### src/rtl/rr_mux_reg.sv
// rr_mux_reg: NUM_CH-way valid/ready arbiter feeding a single registered output.
// Arbitration is round-robin (prio_mode=0) or fixed lowest-index priority (prio_mode=1),
// selected at run time. One cycle of latency, one transfer per clock.
//
// Ports:
//   clk        rising-edge clock
//   reset      asynchronous, active-high reset
//   in_data    NUM_CH*N packed channel data, channel i at [i*N +: N]
//   in_valid   per-channel request
//   in_ready   per-channel accept (one-hot or zero)
//   prio_mode  0 = round-robin, 1 = fixed priority
//   out_data   registered selected data
//   out_valid  out_data/out_sel hold a transfer
//   out_ready  consumer accepts the output this cycle
//   out_sel    index of the channel that produced out_data
module rr_mux_reg #(
    parameter int unsigned N      = 16,
    parameter int unsigned NUM_CH = 4,
    localparam int unsigned SELW  = $clog2(NUM_CH)
) (
    input  logic                  clk,
    input  logic                  reset,
    input  logic [NUM_CH*N-1:0]   in_data,
    input  logic [NUM_CH-1:0]     in_valid,
    output logic [NUM_CH-1:0]     in_ready,
    input  logic                  prio_mode,
    output logic [N-1:0]          out_data,
    output logic                  out_valid,
    input  logic                  out_ready,
    output logic [SELW-1:0]       out_sel
);

    logic [SELW-1:0] ptr_q, ptr_d;
    logic [SELW-1:0] gnt;
    logic            grant_exists;
    logic            load_en;
    logic            xfer;
    logic [N-1:0]    out_data_q;
    logic [SELW-1:0] out_sel_q;
    logic            out_valid_q;

    assign load_en      = ~out_valid_q | out_ready;
    assign grant_exists = |in_valid;
    assign xfer         = load_en & grant_exists;

    // Search from ptr (RR) or from 0 (fixed); wrap is explicit so non-power-of-two
    // channel counts never produce an index >= NUM_CH.
    always_comb begin
        logic found;
        gnt   = '0;
        found = 1'b0;
        for (int unsigned k = 0; k < NUM_CH; k++) begin
            int unsigned idx;
            idx = prio_mode ? k : 32'(ptr_q) + k;
            if (idx >= NUM_CH) begin
                idx = idx - NUM_CH;
            end
            if (!found && in_valid[SELW'(idx)]) begin
                gnt   = SELW'(idx);
                found = 1'b1;
            end
        end
    end

    always_comb begin
        in_ready = '0;
        for (int i = 0; i < NUM_CH; i++) begin
            in_ready[i] = ~reset & xfer & (gnt == SELW'(i));
        end
    end

    always_comb begin
        ptr_d = ptr_q;
        if (xfer && !prio_mode) begin
            ptr_d = (gnt == SELW'(NUM_CH - 1)) ? '0 : gnt + SELW'(1);
        end
    end

    always_ff @(posedge clk or posedge reset) begin
        if (reset) begin
            ptr_q       <= '0;
            out_valid_q <= 1'b0;
            out_data_q  <= '0;
            out_sel_q   <= '0;
        end else begin
            ptr_q <= ptr_d;
            if (load_en) begin
                out_valid_q <= grant_exists;
                // Data and index hold when nothing is granted.
                if (grant_exists) begin
                    out_data_q <= in_data[32'(gnt) * N +: N];
                    out_sel_q  <= gnt;
                end
            end
        end
    end

    assign out_data  = out_data_q;
    assign out_sel   = out_sel_q;
    assign out_valid = out_valid_q;

endmodule

### config.mk
export PLATFORM = sky130hd
export DESIGN_NAME = rr_mux_reg
export DESIGN_NICKNAME = d
export VERILOG_FILES = /design/src/rtl/rr_mux_reg.sv
export SDC_FILE = /design/constraint.sdc
export NUM_CORES = 1
export LEC_CHECK = 0
export BUFFER_PORTS_ARGS = -buffer_cell sky130_fd_sc_hd__buf_2
export CORE_ASPECT_RATIO = 0.6
export CORE_MARGIN = 2
export CORE_UTILIZATION = 49
export CTS_CLUSTER_SIZE = 30
export DETAILED_ROUTE_END_ITERATION = 7
export PLACE_DENSITY = 0.84
export REMOVE_ABC_BUFFERS = 1
export SLEW_MARGIN = 5
export SYNTH_ARGS = -nofsm -noshare
export SYNTH_HDL_FRONTEND = slang
export SYNTH_SLANG_ARGS = --single-unit
### constraint.sdc
create_clock -name clk -period 6.5 [get_ports clk]
set_input_delay 0.975 -clock clk [delete_from_list [all_inputs] [get_ports clk]]
set_output_delay 0.975 -clock clk [all_outputs]
set_load 0.1 [all_outputs]
==> results of run 1 <==
[sequential cells by signal, indices dropped and copies added, names as in the netlist]
name,flops
out_data,16
out_sel,2
out_valid,1
ptr_q,2
[report_power, final]
part           switching [mW]  internal (mW)
registers              0.0510          0.194
logic                   0.707          0.244
clock network          0.0409         0.0426
total                   0.799          0.481
[placed cells by master, fill, tap and decap left out, drive strengths merged, types with 2 or more instances in the layout]
cell    synthesis  layout
mux2            4       4
or3             2       2
nor4            3       3
a22o           15      15
nand3b          2       2
nand3           2       2
nor3b           2       2
o211ai          2       2
a31oi           3       3
nor3            2       2
buf            11      96
nor2b           2       2
nor2            5       5
o21bai          2       2
clkbuf          5       3
nand2          24      24
inv             3       3
o21ai           6       6
nand2b          3       3
a21oi          18      18
nor4b           2       2
and2b           2       2
mux2i          34      34
dfrtp          21      21
a211o           2       2
[kinds of logic after synthesis]
kind of cell	after synthesis	share of synthesized area
simple gates	56	0.182
compound gates	54	0.231
mux	38	0.218
buf+inv	19	0.0672
flops	21	0.297
xor+xnor	1	0.00495
[final cells by class]
cell class	instances	area share
well taps	45	0.0249
multi-input cells	149	0.503
clock buffers	3	0.0182
repair buffers	96	0.214
flip-flops and latches	21	0.232
clock inverters	1	0.00221
inverters	3	0.00497
[path summary, 6_finish.rpt]
path                                  from           to  slack, ps  depth (start not counted)
worst max-delay path             prio_mode  in_ready[1]       1910                          9
worst max register to register    ptr_q[0]  out_data[0]       3390                          8
worst min-delay path            out_sel[0]   out_sel[0]        480                          2
worst min register to register  out_sel[0]   out_sel[0]        480                          2
max in group asynchronous            reset     ptr_q[1]       5110                          2
min in group asynchronous            reset   out_sel[1]        900                          2
[metal layers]
metal / global-route usage / vias up / routed length, um
met2: 0.344 / 71 / 1940
li1: - / 871 / -
met1: 0.313 / 792 / 2160
met5: 0 / - / 0
met4: 0.0167 / 0 / 8
met3: 0.0432 / 2 / 402
[per-stage QoR]
| step | cells | hold slack, ps |
|---|---|---|
| finish | 318 | 483 |
| global route | 318 | 502 |
| CTS | 318 | 492 |
| detailed placement | 314 | 473 |
| global placement | 314 | 457 |
| floorplan | 173 | 628 |
[tightest hold or removal path: stages (launching register included)]
cell and delay [ps]:
sky130_fd_sc_hd__dfrtp_1 340, sky130_fd_sc_hd__nand2_1 50, sky130_fd_sc_hd__o21ai_0 60
==> results.txt, run 1 <==
On the final layout, the worst clock skew is 4.03 ps. After floorplanning, the core was sized to cover 0.00334 sq mm. For this block, the via count after detailed routing is 1736. The filler cells instantiated in the layout total 272. The final routed wire length divided by cell count was 14.2 um. The tools report the final sum of negative setup slack as 0 ps.

TritonCTS created 3 clock buffers. The max-slew violation count is 0, and the power density over cell area is 565 mW/mm^2. The fraction of final layout cells with drive strength greater than 1 was 0.418. The class of the worst hold path is reg2reg.

The first detailed-routing pass took 4 iterations. The most common cell in the netlist is sky130_fd_sc_hd__mux2i_1. Die height: 50.5 um.

The proportion of synthesized flip-flops having asynchronous set or reset was 1.00. Ranked by instance count, the synthesized netlist is headed by 34 x sky130_fd_sc_hd__mux2i_1, 24 x sky130_fd_sc_hd__nand2_1, 21 x sky130_fd_sc_hd__dfrtp_1, 18 x sky130_fd_sc_hd__a21oi_1, 15 x sky130_fd_sc_hd__a22o_1. The clock passes through at most 2 buffers. In the post-route analysis, the smallest setup slack over all paths is 1910 ps. Input and output buffers added on the ports amount to 94. The die covers 0.00412 sq mm. The cell taking the most area after synthesis is sky130_fd_sc_hd__dfrtp_1.

Using the TritonRoute via totals, the vias-per-cell ratio works out to 5.46. Setup violations remaining at the end of the flow were counted as 0. The logs give 0 for the number of antenna violations at the first check in global routing and 0 for the number of setup buffers added after CTS. Total power for the finished layout comes to 1.28 mW.

For the multi-input combinational cell area, the log shows 0.00114 sq mm. At the end of routability-driven placement, the weighted congestion stood at 0.863. Counting every sink on the clock net gives 21. The first global-routing pass estimated 6.91 mm of wire.

The fraction of post-synthesis cell area in the top cell type by area came out at 0.297. The logs give 0.00177 sq mm for the post-synthesis instance area and 0.378 for the worst slew margin relative to its limit. The area used by sequential logic in the layout came out at 526 sq um.

The worst ir drop on vdd was 0.000456 V. The overall global routing resource usage is 0.215, and the highest cell delay on the worst timing path is 470 ps. After clock tree synthesis, the clock-pin slew on the worst setup and hold paths is 80 ps. Setup repair after global routing left no endpoint under its margin. Counting every instance in the synthesized netlist gives 189. The tools report the initial standard-cell utilization of the core as 0.529. The run finished with clean final reports. The number of buffer and inverter instances along the worst setup path works out to 3. In the post-synthesis netlist, the biggest area contributors are sky130_fd_sc_hd__dfrtp_1 30%, sky130_fd_sc_hd__mux2i_1 19%, sky130_fd_sc_hd__a22o_1 7.4%. In this run the remaining antenna-violating nets after routing total 0. The synthesis-to-layout area growth was 28.0%. The synthesized design contains 21 register bits. The dominant cell type by count on the critical path was sky130_fd_sc_hd__buf_2. The floorplan step set the die width to 81.6 um.

In this run the worst path has a maximum fanout of 22. The analysis attributes to cell leakage a power of 1.25 nW. Final worst-path cycle share: 0.707.

For the placed wire-length estimate, the log shows 3.47 mm. The critical path is of the in2out type. The final standard cell area without fillers is 0.00226 sq mm. For this run, design rule violations remaining after detail routing come to 0. The tools report the diode insertion count for antenna repair as 0. The sequential share of the synthesized area is 0.297.

The critical path data arrival time came out at 3620 ps. Timing analysis after detailed placement gives a worst setup slack of 1930 ps. In this run, the number of DRC markers left after iteration 0 of detailed routing was 66. Derived from the worst setup path, the maximum achievable clock frequency is 218 MHz. Once the clock tree was built, the resizer swapped 0 gates to a different size.

STA puts the critical path data required time at 5520 ps. Summed over all layers, the routed wires come to 4.51 mm. The shortest period the worst path allows was 4590 ps; the clock latency of the later-clocked register in the worst-skew pair was 250 ps.

The cell family contributing the most delay on the critical path is simple AND/OR/NAND/NOR gates. The number of global-route vias before repair is 1522, and the transition time at the pin with the least slew margin is 932 ps. Pin placement for this block handled 95 I/O pins. The number of violations of the max-capacitance limit was 0; the core occupancy in the finished layout was 0.677. The total overflow reported by the global router is 0. TritonCTS built the clock tree.

The number of hold buffers added after CTS was 0. Once placement finished, the instance area stood at 0.00222 sq mm. For this design, the slowest cell found on the critical path is sky130_fd_sc_hd__o21ai_0.

Walking the worst path, the cells encountered are buf_2 > nand2b_2 > o21ai_0 > nor2_1 > a31oi_1 > nand2_1 > buf_4 > nor4b_1 > buf_2. The tools report the startpoint type of the worst setup path as an input pin. The tools report the critical path capture point type as an output port. The floorplan has 16 rows. In the final design database the tool counted 346 nets. The number of hold violations in the final report is 0. The main flop type after synthesis was sky130_fd_sc_hd__dfrtp_1.

Each instance of the synthesized netlist takes up on average 9.36 sq um. Entering global routing, the biggest net connects 28 pins. The Yosys step of the flow raised 0 warnings. The number of different library cells used by synthesis comes to 45. The number of flops mapped to enable cells by yosys came out at 0.

The tools report the H-tree level count as 1. The root buffer cell chosen for the clock tree is sky130_fd_sc_hd__clkbuf_8.
Power figures use the tool's default switching activity.
==> run 2: changes to the inputs <==
CORE_UTILIZATION = 41   (was 49)
PLACE_DENSITY = 0.75   (was 0.84)
clock period = 4.1 ns   (was 6.5 ns; I/O delays follow)
==> run 2 against run 1 <==
Against the previous run: combinational power increased by 63%; via count grew 2.9%; non-clock buffer count up 2; sequential share of layout area is 0.91 points lower; die area grew 18%; cell area grew 4.1%; sequential power rose by 59%; utilization decreased by 11 points; flip-flop and latch count unchanged; power rose by 62%; worst setup slack got worse by 1400 ps; clock skew grew 1.2 ps.
==> results.txt, run 2 (synthesized netlist as in run 1, its figures left out) <==
Traced cell by cell, the critical path runs through and3b_1 > a2111oi_0 > nor3_1 > a31oi_4 > nor4b_1 > buf_12. The critical path data required time is 3480 ps (-2040 ps), and the flip-flop count of the largest register, all copies and words added is 16 (unchanged). The count of input and output buffers was 94 (unchanged); the area inside the core boundary was 0.00412 sq mm (+23%). STA classifies the critical path endpoint as an output port.

For the finished layout, the period the worst path requires is 3620 ps. The final worst-path cycle share is 0.884, and the clock latency of the later-clocked register in the worst-skew pair is 260 ps (about the same). Critical path data arrival time: 3010 ps (-610 ps).

Switching part of the total power: 0.619 (-0.00500). The wire length reported by the detailed router was 4.88 mm (+8.3%). CTS clock-pin slew for the worst setup and hold paths: 70 ps (about the same). For the H-tree level count, the log shows 1 (unchanged).

The startpoint type of the worst setup path was a flop. The max-slew violation count is 0 (unchanged), and the register share of total power is 0.188 (-0.003). The tools report the placed wire-length estimate as 3.69 mm (+6.2%). Leaving out fill and tap cells, the most frequent cell in the layout is sky130_fd_sc_hd__buf_2. The worst-path cell with the longest stage delay is sky130_fd_sc_hd__a31oi_4. TritonCTS built the clock tree. The path with the worst hold slack has its endpoint at out_sel[0].

Setup repair after global routing left no endpoint under its margin. The total overflow reported by the global router is 0 (unchanged), and the power density over cell area is 881 mW/mm^2 (+56%). CTS placed an instance of sky130_fd_sc_hd__clkbuf_8 at the clock tree root. The logs give 970 ps (-2420 ps) for the register-to-register setup slack and 1.27 nW (+1.5%) for the static power due to leakage. For the maximum clock frequency, the log shows 276 MHz.

The number of buffers created by CTS came out at 3 (unchanged). The overall power consumption was 2.08 mW (+62%). The run gives 21 (unchanged) as the clock net sink count. The number of antenna violations at the first check in global routing was 0 (unchanged). The run gives 384 (+41%) as the count of filler cells inserted in the layout. The average via count per standard cell came out at 5.33 (-2.3%).

In this run the most critical hold path is launched from out_sel[0]. The run gives 137 (+110%) as the violation count after the first detailed-route iteration. The run gives 0.000416 V (-8.6%) as the worst ir drop on vdd. The number of global-route vias before repair was 1640 (+7.8%); the fraction of final layout cells with drive strength greater than 1 was 0.418 (+0.000599). The tools report the terminus of the critical flop-to-flop path as out_data[15]. The run gives 5.21 ps (+1.18 ps) as the worst clock skew.

The via count is 1786 (+2.9%). The top cell types in the final layout, fill and taps aside, are 90 x sky130_fd_sc_hd__buf_2, 34 x sky130_fd_sc_hd__mux2i_1, 24 x sky130_fd_sc_hd__nand2_1. The diode insertion count for antenna repair was 0 (unchanged). The reg-to-reg startpoint is ptr_q[0]. The overall die width was 88.8 um (+8.9%); the length of the first detailed-routing pass in iterations was 4 (unchanged). The run gives 0.429 (-0.0999) as the initial standard-cell utilization of the core. The maximum fanout along the worst path is 17 (-23%). Among cell families on the critical path, the largest total delay comes from compound AO/OA/AOI/OAI gates. The number of setup buffers added after CTS is 0 (unchanged), and the overall global routing resource usage is 0.207 (-0.00784). The min-delay analysis places its worst path in the category reg2reg. The total die area was 0.00487 sq mm (+18%); the number of hold violations in the final report was 0 (unchanged). The logs give 0 (unchanged) for the number of buffers added to fix hold violations after cts and 24 (-14%) for the maximum number of pins on one net before global-route repair. The first-pass GRT wire length was 7.63 mm (+10%); the row count was 18 (+2).

Clock network fraction of total power: 0.066 (about the same). The highest cell delay on the worst timing path is 590 ps (+120 ps). The run finished with clean final reports. The number of nets in the finished design is 348 (+0.58%), and the internal power summed over all cells is 0.790 mW (+64%). The tools report the number of nets still failing antenna checks after routing as 0 (unchanged).

The transition time at the pin with the least slew margin is 804 ps (-128 ps), and the final routed wire length divided by cell count is 14.6 um (+2.8%). The run gives 0.921 (+6.7%) as the weighted congestion at the end of routability-driven global placement. The kind of critical path was reg2out. The die height is 54.9 um (+8.6%). Worst slew margin relative to its limit: 0.463 (+0.0854). Instance count along the most critical hold path: 2 (unchanged). The depth of the worst register-to-register path is 8 (unchanged). The core occupancy in the finished layout was 0.572 (-0.105); the count of instances resized after the clock tree is built was 0 (unchanged).

The tools report the worst-case clock buffer depth as 2 (unchanged). The tools report the share of total power in combinational logic as 0.746 (+0.003). Compared with the post-synthesis result, the final layout area differs by 33.2%. The residual DRC count came out at 0 (unchanged). For the final-report setup violation count, the log shows 0 (unchanged). The total I/O pin count was 95 (unchanged); the number of violations of the max-capacitance limit was 0 (unchanged). The run gives 1.29 mW (+61%) as the net switching component of the power. The number of buffer and inverter instances along the worst setup path works out to 1 (-2).
## run 2: cell count changes in the layout (fill, tap and decap cells not counted)
cell,delta
sky130_fd_sc_hd__buf_4,+2
sky130_fd_sc_hd__buf_2,-4
sky130_fd_sc_hd__clkbuf_1,+1
sky130_fd_sc_hd__buf_12,+4
sky130_fd_sc_hd__clkinv_2,-1
## run 2: worst register-to-register path, stage by stage (launching register included)
cell and delay, ps:
sky130_fd_sc_hd__dfrtp_1 570, sky130_fd_sc_hd__and3b_1 280, sky130_fd_sc_hd__a2111oi_0 380, sky130_fd_sc_hd__nor3_1 170, sky130_fd_sc_hd__a31oi_4 590, sky130_fd_sc_hd__buf_4 460
sky130_fd_sc_hd__mux2i_1 240, sky130_fd_sc_hd__mux2i_1 80, sky130_fd_sc_hd__mux2_2 260
## run 2: layout make-up
class / count / area (sq um) / area share
multi-input combinational: 149 / 1140 / 0.484
timing repair buffer: 98 / 561 / 0.238
sequential: 21 / 526 / 0.223
tap: 60 / 75.1 / 0.0318
clock buffer: 4 / 45.0 / 0.0191
inverter: 3 / 11.3 / 0.00478
## run 2: how the worst max path moves through the flow
stage | from | to | depth (start not counted)
final | ptr_q[0] | in_ready[1] | 6
after global placement | prio_mode | in_ready[1] | 7
after floorplan | prio_mode | in_ready[1] | 5
after global routing | ptr_q[0] | in_ready[1] | 6
after detailed placement | prio_mode | in_ready[1] | 7
after CTS | ptr_q[0] | in_ready[1] | 6
## run 2: metal layers
layer  routed length, um  part of all wire  GRT usage  vias to the layer above
li1                    -                 -          -                      875
met1                2430              0.50      0.296                      834
met2                2050              0.42      0.322                       73
met3                 373             0.076     0.0437                        4
met4                  32            0.0066     0.0455                        0
met5                   0                 0          0                        -
## run 2: stage by stage
step | hold WS [ps] | cell area [sq um] | setup WS [ps] | setup TNS [ps] | cells
4_1_cts | 496 | 2360 | 478 | 0 | 335
5_1_grt | 520 | 2360 | 229 | 0 | 335
3_5_place_dp | 476 | 2310 | 579 | 0 | 331
2_1_floorplan | 592 | 1660 | -3670 | -22280 | 173
3_3_place_gp | 462 | 2310 | 627 | 0 | 331
6_report | 492 | 2360 | 477 | 0 | 335
## run 2: power groups by stage
stage               registers (mW)  logic [mW]  clock network (mW)
floorplan                     1.04       0.614                   0
global placement             0.388        1.54                   0
detailed placement           0.388        1.56                   0
CTS                          0.388        1.55               0.143
global route                 0.405        1.63               0.149
finish                       0.390        1.55               0.137
